[config.mk]
export PLATFORM = sky130hd
export DESIGN_NAME = sar_search_ctrl
export DESIGN_NICKNAME = d
export VERILOG_FILES = /design/src/rtl/sar_search_ctrl_pkg.sv /design/src/rtl/sar_search_ctrl.sv
export SDC_FILE = /design/constraint.sdc
export NUM_CORES = 1
export LEC_CHECK = 0
export CAP_MARGIN = 30
export CORE_MARGIN = 2
export CORE_UTILIZATION = 55
export CTS_CLUSTER_DIAMETER = 60
export DETAILED_ROUTE_END_ITERATION = 12
export HOLD_SLACK_MARGIN = 0.1
export PLACE_DENSITY = 0.87
export SYNTH_ARGS = -nofsm -noshare
export SYNTH_HDL_FRONTEND = slang
export SYNTH_SLANG_ARGS = --single-unit
[constraint.sdc]
create_clock -name clk -period 3.7 [get_ports clk]
set_clock_uncertainty 0.1 [all_clocks]
set_input_delay 0.37 -clock clk [delete_from_list [all_inputs] [get_ports clk]]
set_output_delay 0.37 -clock clk [all_outputs]
set_load 0.1 [all_outputs]
[src/rtl/sar_search_ctrl_pkg.sv]
// Shared definitions for the successive-approximation search controller:
// FSM state encoding, default width and a flag-validity helper.
package sar_search_ctrl_pkg;

    localparam int DEFAULT_WIDTH = 4;

    typedef enum logic [1:0] {
        ST_IDLE   = 2'd0,
        ST_CMP    = 2'd1,
        ST_VERIFY = 2'd2,
        ST_DONE   = 2'd3
    } state_t;

    // A well-behaved comparator asserts exactly one of gt/lt/eq.
    function automatic logic flags_one_hot(input logic gt, input logic lt, input logic eq);
        logic ok;
        case ({gt, lt, eq})
            3'b100, 3'b010, 3'b001: ok = 1'b1;
            default:                ok = 1'b0;
        endcase
        return ok;
    endfunction

endpackage

[src/rtl/sar_search_ctrl.sv]
// Successive-approximation search: drives a probe into an external magnitude
// comparator and resolves the unknown target MSB-first, one bit per cycle.
module sar_search_ctrl
    import sar_search_ctrl_pkg::*;
#(
    parameter int WIDTH = DEFAULT_WIDTH
) (
    input  logic             clk,
    input  logic             rst_n,
    input  logic             start,
    input  logic             cmp_gt,
    input  logic             cmp_lt,
    input  logic             cmp_eq,
    output logic [WIDTH-1:0] probe,
    output logic             busy,
    output logic             done,
    output logic [WIDTH-1:0] result,
    output logic             found,
    output logic             err
);

    localparam int IDX_W = (WIDTH > 1) ? $clog2(WIDTH) : 1;
    localparam logic [WIDTH-1:0] MSB_ONLY  = WIDTH'(1) << (WIDTH - 1);
    localparam logic [IDX_W-1:0] IDX_START = IDX_W'(WIDTH - 1);

    state_t           state_reg, state_next;
    logic [WIDTH-1:0] probe_reg, probe_next;
    logic [WIDTH-1:0] result_reg, result_next;
    logic [IDX_W-1:0] idx_reg, idx_next;
    logic             busy_reg, busy_next;
    logic             found_reg, found_next;
    logic             err_reg, err_next;

    logic [WIDTH-1:0] cur_mask;
    logic [WIDTH-1:0] low_mask;
    logic [WIDTH-1:0] probe_decided;
    logic [WIDTH-1:0] probe_step;
    logic             flags_ok;

    // cur_mask selects the bit being decided; low_mask the next bit to try.
    generate
        for (genvar gi = 0; gi < WIDTH; gi++) begin : g_mask
            assign cur_mask[gi] = (int'(idx_reg) == gi);
            assign low_mask[gi] = (int'(idx_reg) == gi + 1);
        end
    endgenerate

    assign flags_ok      = flags_one_hot(cmp_gt, cmp_lt, cmp_eq);
    assign probe_decided = cmp_lt ? (probe_reg & ~cur_mask) : probe_reg;
    assign probe_step    = probe_decided | low_mask;

    always_comb begin
        state_next  = state_reg;
        probe_next  = probe_reg;
        result_next = result_reg;
        idx_next    = idx_reg;
        busy_next   = busy_reg;
        found_next  = found_reg;
        err_next    = err_reg;

        case (state_reg)
            ST_IDLE: begin
                if (start) begin
                    probe_next = MSB_ONLY;
                    idx_next   = IDX_START;
                    busy_next  = 1'b1;
                    found_next = 1'b0;
                    err_next   = 1'b0;
                    state_next = ST_CMP;
                end
            end
            ST_CMP: begin
                if (!flags_ok) begin
                    err_next    = 1'b1;
                    result_next = probe_reg;
                    state_next  = ST_DONE;
                end else if (cmp_eq) begin
                    found_next  = 1'b1;
                    result_next = probe_reg;
                    state_next  = ST_DONE;
                end else if (idx_reg != '0) begin
                    probe_next = probe_step;
                    idx_next   = idx_reg - 1'b1;
                end else begin
                    probe_next = probe_decided;
                    state_next = ST_VERIFY;
                end
            end
            ST_VERIFY: begin
                result_next = probe_reg;
                found_next  = flags_ok & cmp_eq;
                err_next    = ~flags_ok;
                state_next  = ST_DONE;
            end
            ST_DONE: begin
                busy_next  = 1'b0;
                state_next = ST_IDLE;
            end
            default: state_next = ST_IDLE;
        endcase
    end

    always_ff @(posedge clk or negedge rst_n) begin
        if (!rst_n) begin
            state_reg  <= ST_IDLE;
            probe_reg  <= '0;
            result_reg <= '0;
            idx_reg    <= '0;
            busy_reg   <= 1'b0;
            found_reg  <= 1'b0;
            err_reg    <= 1'b0;
        end else begin
            state_reg  <= state_next;
            probe_reg  <= probe_next;
            result_reg <= result_next;
            idx_reg    <= idx_next;
            busy_reg   <= busy_next;
            found_reg  <= found_next;
            err_reg    <= err_next;
        end
    end

    assign probe  = probe_reg;
    assign busy   = busy_reg;
    assign done   = (state_reg == ST_DONE);
    assign result = result_reg;
    assign found  = found_reg;
    assign err    = err_reg;

endmodule

==> impl_metrics.ini, run 1 <==
[timing]
rsz0062_at_grt = no
worst-slew-pin-transition_ps = 971
layout_worst_path_cycle_share_pct = 69.8
setup-violations-final = 0
hold_violation_count_in_the_final_report = 0
period_minus_slack_ps = 2580
report.final.slew_viol_count = 0
clock.fmax_ghz = 0.387
worst_slew_margin_rel_pct = 35.1
finalSetupTns_ps = 0

[floorplanning]
die-height_um = 46.4
ios = 18
std_cell_rows = 15
die-width_um = 46.4
start_util_pct = 58.0
design.die.area_mm2 = 0.00216
fp.coreArea_mm2 = 0.00171

[layout]
drive_gt1_share_pct = 15.7
mostFrequentLayoutCells = clkdlybuf4s50_1 (17), dfrtp_1 (15), nand2_1 (11)
antenna_cells = 0
post_synthesis_to_final_layout_area_growth_pct = 22.1
layout_commonest_cell = clkdlybuf4s50_1
area.sequential_um2 = 375
num-nets-final = 130
multi_input_area_um2 = 573
num-fill-cells = 126

[job]
drv.max_cap_violation_count = 0

[worst_setup_path]
critical_path.cell_chain = ha_1 -> clkdlybuf4s50_1
worst-endpoint-arrival_ps = 2110
worstReg2RegStart = state_reg[1]$_DFFE_PN0P_
slowest_library_cell_on_the_worst_path = clkdlybuf4s50_1
r2r.worst_path.cells = 6
worst-path-max-fanout = 5
crit_path_max_incr_delay_ps = 1160
criticalPathCategory = reg -> out
cp-end-kind = output port
cp-start-kind = flop
cp_data_required_time_ps = 3230
reg2reg_slack_ps = 1470
crit-reg2reg-capture = state_reg[1]$_DFFE_PN0P_

[clocking]
post_cts.resized_instances = 0
number_of_buffers_inserted_during_clock_tree_synthesis = 3
tritoncts_num_sinks = 15
cts_setup_buffers = 0
max-clock-path-buffers = 2
post_cts_hold_buffer_count = 0
tritoncts = done
cts_htree_levels = 1
clk-insertion-delay-late_ps = 270
cts.reportedPaths.clkPinSlew_ps = 90
cts-root-buf = clkbuf_4

[logic_synthesis]
mappedNetlistArea_um2 = 991
postSynthAreaPerCell_um2 = 10.3
seq_area_frac_synth_pct = 37.9
postSynth.asyncResetShare_pct = 100
synth_cells = 96
synth.lib_cells_used.distinct = 35
yosys_most_used_dff = dfrtp_1
synth.yosys.warnings = 0
synth.net_count = 110
synth_edf_count = 0
synth.ff_latch_count = 15

[placed_design]
port-buffer-count = 17
dp.final_hpwl_mm = 1.47
gp_routability_congestion = 0.755

[routing]
vias_per_cell = 5.93
wl_mm = 1.98
drt_first_pass_iters = 4
wl_per_cell_um = 14.2
drc_errors = 0
route.vias.total = 830
postRouteAntennaNets = 0
detail_route.iter0.violations = 14

[global_route]
antenna_found_initial = 0
grt_pass1_wl_mm = 3.27
grt_pass1_vias = 770
track_usage_pct = 21.3
gr-total-overflow = 0
pin_count_of_the_biggest_net_entering_global_routing = 16

[worst_hold_path]
worst_hold_path_type = in -> async

[outcome]
result_of_the_run = completed
worst max path at each step:
stage	cells after the start	slack, ps	from	endpoint
5_1_grt	2	1030	state_reg[0]$_DFFE_PN0P_	done
2_1_floorplan	4	1790	state_reg[0]$_DFFE_PN0P_	err$_DFFE_PN0P_
4_1_cts	2	1100	state_reg[1]$_DFFE_PN0P_	done
3_3_place_gp	2	1440	state_reg[0]$_DFFE_PN0P_	done
6_report	2	1120	state_reg[1]$_DFFE_PN0P_	done
3_5_place_dp	2	1430	state_reg[1]$_DFFE_PN0P_	done
Yosys cell counts (2+ instances only):
library cell  instances  share of area, %
ha_1                  8                10
nor3b_2               2               2.5
nor2b_1               2               1.3
dfrtp_1              15                38
inv_1                 9               3.4
o21ai_2               2               1.8
o211ai_1              3               2.3
mux2i_1               3               3.0
o311ai_1              2               1.8
mux2_4                4               6.1
nand2_1              11               4.2
nand3_1               4               2.0
a21oi_1               4               2.0
o21ai_0               5               2.5
nand2b_1              2               1.3
critical path: cells and delay by family, from the launching register on:
kind                     cells  cell delay [ps]
buffers and inverters        1             1160
flip-flops                   1              420
adder cells (fa/ha/maj)      1              260
per-stage QoR:
step / setup WS (ps) / std cells / cell area [um^2] / hold slack [ps] / util [%]
floorplan: 1790 / 96 / 991 / -25.6 / -
global placement: 1440 / 136 / 1180 / 395 / 69.3
detailed placement: 1430 / 136 / 1180 / 402 / 69.3
CTS: 1100 / 140 / 1210 / 416 / 70.8
global route: 1030 / 140 / 1210 / 432 / 70.8
finish: 1120 / 140 / 1210 / 404 / 70.8
cell type report:
type | count | share of cell area [%]
clock buffers | 4 | 2.17
well taps | 25 | 2.59
flip-flops and latches | 15 | 31.0
inverters | 9 | 2.79
repair buffers | 17 | 14.1
multi-input cells | 70 | 47.4
logic make-up (layout without fill, tap and decap cells):
logic type      after synthesis  count (layout)  synth area share, %
xor+xnor                      2               2                 2.53
fa+ha+maj                     8               8                 10.1
simple gates                 26              26                 15.0
mux                           8               8                 10.2
compound gates               26              26                 19.9
buf+inv                      11              30                 4.29
flops                        15              15                 37.9
per-layer routing:
| metal | share of wire [%] | GRT usage, % | wire length, um |
|---|---|---|---|
| met1 | 45 | 25.8 | 891 |
| met2 | 50 | 37.2 | 985 |
| met3 | 3.6 | 3.53 | 71 |
| met4 | 1.7 | 8.00 | 34 |
| met5 | 0 | 0 | 0 |
Power of run 1 is left out: the tool's default activity adds up to more than one toggle a clock period on the data nets, which glitch-free logic cannot reach.
==> inputs of run 2 (changes only) <==
--- a/config.mk
+++ b/config.mk
@@ -6,12 +6,13 @@
 export NUM_CORES = 1
 export LEC_CHECK = 0
 export CAP_MARGIN = 30
+export CORE_ASPECT_RATIO = 0.7
 export CORE_MARGIN = 2
-export CORE_UTILIZATION = 55
+export CORE_UTILIZATION = 51
 export CTS_CLUSTER_DIAMETER = 60
 export DETAILED_ROUTE_END_ITERATION = 12
 export HOLD_SLACK_MARGIN = 0.1
-export PLACE_DENSITY = 0.87
+export PLACE_DENSITY = 0.82
 export SYNTH_ARGS = -nofsm -noshare
 export SYNTH_HDL_FRONTEND = slang
 export SYNTH_SLANG_ARGS = --single-unit
==> constraint.sdc (replaced) <==
create_clock -name clk -period 2.5 [get_ports clk]
set_clock_uncertainty 0.1 [all_clocks]
set_input_delay 0.25 -clock clk [delete_from_list [all_inputs] [get_ports clk]]
set_output_delay 0.25 -clock clk [all_outputs]
set_load 0.1 [all_outputs]
==> run 2 against run 1 <==
Worst hold slack got worse by 120 ps; first-iteration DRC count up 79%; non-clock buffer count rose by 1; core utilization shrank 6.4 points; final cell count shrank 1.4%; design area down 2.1%; clock-buffer cell count down 1; routed wire length fell by 3.1%; sequential share of layout area grew 0.66 points; via count is 7.3% lower; register-to-register slack worse by 940 ps; critical path type is now reg -> reg; highest routed layer unchanged.
==> impl_metrics.ini, run 2 (synthesized netlist as in run 1, its figures left out) <==
[layout]
num-fill-cells = 149
layoutNonFillerInstCount = 138
mostFrequentLayoutCells = dfrtp_1 (15), buf_4 (13), nand2_1 (11)
antenna_cells = 0
post_synthesis_to_final_layout_area_growth_pct = 19.6
num-nets-final = 131
utilization_pct = 64.5
drive_gt1_share_pct = 27.6
layout_commonest_cell = dfrtp_1

[clocking]
number_of_buffers_inserted_during_clock_tree_synthesis = 3
tritoncts_num_sinks = 15
max-clock-path-buffers = 2
cts-root-buf = clkbuf_4
post_cts_hold_buffer_count = 0
post_cts.resized_instances = 0
cts_setup_buffers = 0
cts_htree_levels = 1
clk-insertion-delay-late_ps = 280
cts.reportedPaths.clkPinSlew_ps = 100
tritoncts = done

[global_route]
grt_pass1_vias = 730
track_usage_pct = 19.7
gr-total-overflow = 0
pin_count_of_the_biggest_net_entering_global_routing = 16
antenna_found_initial = 0
met1_global_route_usage_pct = 24.1
use_met2_pct = 32.0
grt.met3_usage_pct = 8.20
grt_most_used_layer = met2
grt_pass1_wl_mm = 3.28

[timing]
worst_hold_slack_ps = 282
setup-violations-final = 0
worst-slew-pin-transition_ps = 739
hold_violation_count_in_the_final_report = 0
period_minus_slack_ps = 1970
clock.fmax_ghz = 0.508
report.final.slew_viol_count = 0
worst_slew_margin_rel_pct = 50.6
rsz0062_at_grt = no
layout_worst_path_cycle_share_pct = 78.7
finalSetupTns_ps = 0

[worst_setup_path]
start_point_of_the_critical_path = state_reg[0]$_DFFE_PN0P_
worstReg2RegStart = state_reg[0]$_DFFE_PN0P_
cp-end-kind = flop
worst-endpoint-arrival_ps = 2030
endpoint = found$_DFFE_PN0P_
reg2reg_slack_ps = 530
cp_data_required_time_ps = 2560
cp-start-kind = flop
criticalPathCategory = reg -> reg
r2r.worst_path.cells = 6
worst-path-max-fanout = 7
crit-reg2reg-capture = found$_DFFE_PN0P_

[floorplanning]
std_cell_rows = 13
design.die.area_mm2 = 0.00232
start_util_pct = 53.9
ios = 18
die-height_um = 40.9
die-width_um = 56.7
fp.coreArea_mm2 = 0.00184

[routing]
drt_first_pass_iters = 4
wl_per_cell_um = 13.9
detail_route.iter0.violations = 25
wl_mm = 1.92
postRouteAntennaNets = 0
vias_per_cell = 5.57
drc_errors = 0
route.vias.total = 769

[job]
drv.max_cap_violation_count = 0

[placed_design]
dp.final_hpwl_mm = 1.46
port-buffer-count = 17
placedCellCount = 134
gp_routability_congestion = 0.810

[worst_hold_path]
worst_hold_path_type = in -> async

[outcome]
result_of_the_run = completed
-- run 2: worst max-delay path, cell delays in order, from the launching register on --
cell and delay (ps):
dfrtp_1 430, inv_1 130, ha_1 310, nor2b_1 460
nor3b_2 140, mux2i_1 160, o211ai_1 100
-- run 2: worst min path at each step --
stage / to / from / slack (ps) / cells after the start
floorplan: busy$_DFFE_PN0P_ / rst_n / -150 / 0
global placement: busy$_DFFE_PN0P_ / busy$_DFFE_PN0P_ / 400 / 2
detailed placement: result[3]$_DFFE_PN0P_ / result[3]$_DFFE_PN0P_ / 400 / 1
CTS: result[3]$_DFFE_PN0P_ / rst_n / 290 / 1
global route: result[3]$_DFFE_PN0P_ / rst_n / 320 / 1
finish: result[3]$_DFFE_PN0P_ / rst_n / 280 / 1
-- run 2: metal layers --
metal,vias to the layer above,part of all wire (%)
met3,7,7.2
met1,350,50
met4,0,1.5
met2,22,41
li1,390,-
met5,-,0
-- run 2: cell type report --
type / count / area [um^2] / area share, %
sequential: 15 / 375 / 31.7
multi-input combinational: 70 / 573 / 48.4
clock buffer: 3 / 22.5 / 1.90
inverter: 9 / 33.8 / 2.85
tap: 22 / 27.5 / 2.32
timing repair buffer: 18 / 148 / 12.5
clock inverter: 1 / 5.00 / 0.422
-- run 2: metrics by stage --
step / setup WS (ps) / area, um^2
after floorplan: 589 / 991
after global placement: 507 / 1160
after detailed placement: 456 / 1160
after CTS: 543 / 1180
after global routing: 352 / 1180
final: 533 / 1180
Power of run 2 is left out for the same reason.
